## config.mk

```make
export PLATFORM = sky130hd
export DESIGN_NAME = fifo_par_rr_sched
export DESIGN_NICKNAME = d
export VERILOG_FILES = /design/src/rtl/fifo_par_rr_sched.sv
export SDC_FILE = /design/constraint.sdc
export NUM_CORES = 1
export LEC_CHECK = 0
export CAP_MARGIN = 20
export CORE_AREA = 2 2 140 142
export DETAILED_ROUTE_END_ITERATION = 8
export DIE_AREA = 0 0 142 144
export PLACE_DENSITY = 0.74
export SLEW_MARGIN = 10
export SYNTH_ARGS = -nofsm -noshare
export SYNTH_HDL_FRONTEND = slang
export SYNTH_SLANG_ARGS = --single-unit
```

## constraint.sdc

```tcl
create_clock -name clk -period 7.4 [get_ports clk]
set_input_delay 2.22 -clock clk [delete_from_list [all_inputs] [get_ports clk]]
set_output_delay 2.22 -clock clk [all_outputs]
set_load 0.01 [all_outputs]
```

## src/rtl/fifo_par_rr_sched.sv

```systemverilog
// Round-robin packet scheduler over parity-protected ahead FIFOs.
// Pops one word per cycle into a registered valid/ready output stage.
module fifo_par_rr_sched #(
    parameter int CH_NUM     = 4,
    parameter int DATA_WIDTH = 64,
    parameter int CH_W       = 2
) (
    input  logic                             clk,
    input  logic                             reset,
    input  logic [CH_NUM-1:0]                ch_en,
    input  logic [CH_NUM-1:0]                ch_empty,
    input  logic [CH_NUM*(DATA_WIDTH+2)-1:0] ch_rdata,
    output logic [CH_NUM-1:0]                ch_ren,
    output logic                             out_vld,
    input  logic                             out_rdy,
    output logic [DATA_WIDTH-1:0]            out_data,
    output logic                             out_eop,
    output logic                             out_perr,
    output logic [CH_W-1:0]                  out_ch,
    input  logic [CH_NUM-1:0]                err_clr,
    output logic                             par_err,
    output logic [CH_NUM-1:0]                par_err_flag
);

    localparam int WW = DATA_WIDTH + 2;

    typedef enum logic {ARB, XFER} state_t;

    state_t              state;
    logic [CH_W-1:0]     gnt;
    logic [CH_W-1:0]     last_gnt;
    logic [CH_W-1:0]     sel;
    logic                sel_vld;
    logic [CH_NUM-1:0]   elig;
    logic [WW-1:0]       word;
    logic                pop;
    logic                perr;
    logic                eop_in;
    int                  idx;

    assign elig = ch_en & ~ch_empty & ~par_err_flag;

    // Scan from last_gnt+1 with an explicit wrap so non-power-of-2 counts work
    always_comb begin
        sel     = '0;
        sel_vld = 1'b0;
        idx     = 0;
        for (int k = 0; k < CH_NUM; k++) begin
            idx = int'(last_gnt) + 1 + k;
            if (idx >= CH_NUM) idx = idx - CH_NUM;
            if (!sel_vld && elig[idx]) begin
                sel_vld = 1'b1;
                sel     = CH_W'(idx);
            end
        end
    end

    assign word   = ch_rdata[int'(gnt)*WW +: WW];
    assign perr   = ^word;
    assign eop_in = word[DATA_WIDTH];
    assign pop    = (state == XFER) && !ch_empty[gnt] && (!out_vld || out_rdy);
    assign ch_ren = pop ? (CH_NUM'(1) << gnt) : '0;
    assign par_err = pop && perr;

    always_ff @(posedge clk or posedge reset) begin
        if (reset) begin
            state        <= ARB;
            gnt          <= '0;
            last_gnt     <= CH_W'(CH_NUM - 1);
            out_vld      <= 1'b0;
            out_data     <= '0;
            out_eop      <= 1'b0;
            out_perr     <= 1'b0;
            out_ch       <= '0;
            par_err_flag <= '0;
        end else begin
            // A set in the same cycle as a clear must win
            par_err_flag <= (par_err_flag & ~err_clr) | (par_err ? ch_ren : '0);
            unique case (state)
                ARB: begin
                    if (sel_vld) begin
                        gnt      <= sel;
                        last_gnt <= sel;
                        state    <= XFER;
                    end
                end
                XFER: begin
                    if (pop && (eop_in || perr)) state <= ARB;
                end
                default: state <= ARB;
            endcase
            if (pop) begin
                out_vld  <= 1'b1;
                out_data <= word[DATA_WIDTH-1:0];
                out_eop  <= eop_in || perr;
                out_perr <= perr;
                out_ch   <= gnt;
            end else if (out_rdy) begin
                out_vld <= 1'b0;
            end
        end
    end

endmodule
```

==> metrics.csv <==
metric;value;unit
routed via count;5085;
total negative slack;0;ns
cells after synthesis;491;
port bufs;356;
largest family of logic cells by synthesized area;multiplexers;
worst skew pair latency;0.34;ns
nets;1119;
TritonCTS buffer count;9;
largest net degree at the start of global routing;75;
Final ANT Viol Nets;0;
Yosys top cell area share;34.8;%
htree depth;3;
Compound-Gate Fraction of Synth Area;2.11;%
Avg Inst Size Synth;11.1;sq um
clk_skew;0.00966;ns
#FFs+latches synth;78;
Yosys cell types;31;
worst min-delay path class;register to register;
P per Cell Area;610;nW/um^2
Finish-stage setup viols;0;
xor and xnor area share after synthesis;10.9;%
crit end category;output pin;
Initial Utilization;28.7;%
DP Worst Slack;-0.350;ns
DRT iter0 DRCs;176;
crit path DAT;5.04;ns
Crit Path Max Fanout;2;
syn nets;770;
DRT Pass-1 Iters;4;
crit path launch type;primary input;
# IOs;357;
clock root cell;clkbuf_16;
Syn Std Cell Area;5470;sq um
Final Hold Viols;0;
number of gates resized after cts;9;
VDD IR max;1.22;mV
fin crit period;7.26;ns
Area after DPL;9230;sq um
outcome;completed;
WS Path Type;primary input to output pin;
mux contribution to synthesized area;29.8;%
final wirelength;19.7;mm
Clock Tree Buf Depth;2;
Hold Crit Depth;2;
register area share after synthesis;35.7;%
cell taking the most area after synthesis;dfrtp_1;
Tcrit/Tclk final;98.2;%
max-cap viol count;0;
setup bufs post-CTS;0;
Finished Cell Area;9510;sq um
Core ar.;19100;sq um
Yosys Warn Count;0;
top post-synthesis cells by area;dfrtp_1 35%, mux4_1 15%, mux4_2 14%;
initial antenna violation count;0;
GR Overflow Total;0;
area delta synth->final;73.8;%
drt drc;0;
DP Wirelength;15.6;mm
worst-case reg-to-reg path depth;9;
die area;20400;sq um
Die Wd;142;microns
first-pass GRT wire length;28.7;mm
layout cells sized above 1;9.82;%
f_max;138;MHz
CTS sink cnt;78;
vias per inst;4.70;
Lkg Pwr;4.01;nW
die height;144;microns
WP data required;5.18;ns
CTS Hold Buffers Added;0;
CTS tree;done;
Worst-path clk slew;0.06;ns
setup ws final;0.136;ns
diode count;0;
number of global-route vias before repair;5265;
routed length per instance;18.2;microns
gpl congestion;0.786;
Synth Area in Simple Gates;16.9;%
Rel. slew slack;34.5;%
Post-Synth Adder-Cell Area;0;%
Worst Tran Pin Value;0.983;ns
GRT Overall Usage;18.6;%
Core Rows;51;
pins over their slew limit;0;
RSZ-0062 raised after global routing;no;
-- flip-flops by register name (all words and copies together), names as in the netlist --
signal,flops
gnt,2
last_gnt,2
out_ch,2
out_data,64
out_eop,1
out_perr,1
out_vld,1
par_err_flag,4
state,1
-- layout make-up --
cell class / count / area, sq um
clock buffer: 9 / 225
clock inverter: 7 / 63.8
fill: 1795 / 9570
inverter: 5 / 20.0
multi-input combinational: 376 / 3270
sequential: 78 / 1960
tap: 238 / 298
timing repair buffer: 370 / 3660
-- critical path, stage by stage --
cell and delay [ns]:
clkdlybuf4s50_1 0.41, mux4_2 0.52, xnor2_1 0.22, xnor2_1 0.16, xnor3_1 0.47, xnor3_1 0.38
xnor3_2 0.41, nor2_1 0.09, buf_2 0.16
-- cell usage after synthesis, drive strengths merged --
master  count
inv         5
o32ai       2
nand3       1
xnor3       4
a21o        1
o22ai       3
dfrtp      76
nor2       12
clkbuf     14
nor3b       5
a21oi       3
dfstp       2
nor3        2
o41ai       1
xnor2      49
nor2b       4
nand2     205
o21ai       3
mux4       67
nand2b      5
a221o       1
xor2        8
buf        18
-- cells in the final DEF, fill, tap and decap left out, types with 5 or more instances in the layout --
master           netlist  layout
clkdlybuf4s50_1        0     355
nand2_1              205     205
dfrtp_1               76      74
xnor2_1               48      47
mux4_2                35      39
mux4_1                32      28
buf_4                  3      14
nor2_1                12      12
clkbuf_16              0       9
xor2_1                 8       8
nor3b_1                5       5
-- per-layer routing --
layer  up-vias  part of all wire [%]  track usage [%]
li1       2418                     -                -
met5         -                     0                0
met3        20                   6.9             3.77
met4         0                   1.6             5.37
met1      2397                    39             22.4
met2       250                    52             33.5
-- report_power, final --
part / leakage [nW] / switching [W] / internal, W
registers: 0.961 / 0.000226 / 0.000652
clock network: 0.143 / 0.000207 / 0.000236
logic: 2.90 / 0.00215 / 0.00233
total: 4.01 / 0.00258 / 0.00322
-- metrics by stage --
| stage | utilization (%) | cells | total power, W | hold slack, ns |
|---|---|---|---|---|
| after detailed placement | 48.4 | 1067 | 0.00549 | 0.461 |
| after floorplan | - | 491 | 0.00347 | 0.466 |
| final | 49.8 | 1083 | 0.00580 | 0.471 |
| after global routing | 49.8 | 1083 | 0.00625 | 0.491 |
| after CTS | 49.8 | 1083 | 0.00593 | 0.478 |
| after global placement | 48.4 | 1067 | 0.00545 | 0.456 |
-- cells by family after synthesis --
| logic type | Yosys count |
|---|---|
| buffers and inverters | 37 |
| AND/OR/NAND/NOR | 234 |
| XOR/XNOR | 61 |
| multiplexers | 67 |
| AO/OA/AOI/OAI | 14 |
| flip-flops | 78 |
-- worst paths after layout --
| path | start | end | slack, ns |
|---|---|---|---|
| hold reg to reg | out_data[16]$_DFFE_PP0P_ | out_data[16]$_DFFE_PP0P_ | 0.47 |
| hold / removal | out_data[16]$_DFFE_PP0P_ | out_data[16]$_DFFE_PP0P_ | 0.47 |
| setup / recovery | ch_rdata[157] | par_err | 0.14 |
| max in group asynchronous | reset | gnt[1]$_DFFE_PP0P_ | 4.05 |
| setup reg to reg | gnt[0]$_DFFE_PP0P_ | state$_DFF_PP0_ | 3.54 |
| min in group asynchronous | reset | out_data[12]$_DFFE_PP0P_ | 2.30 |
Power figures use the tool's default switching activity.
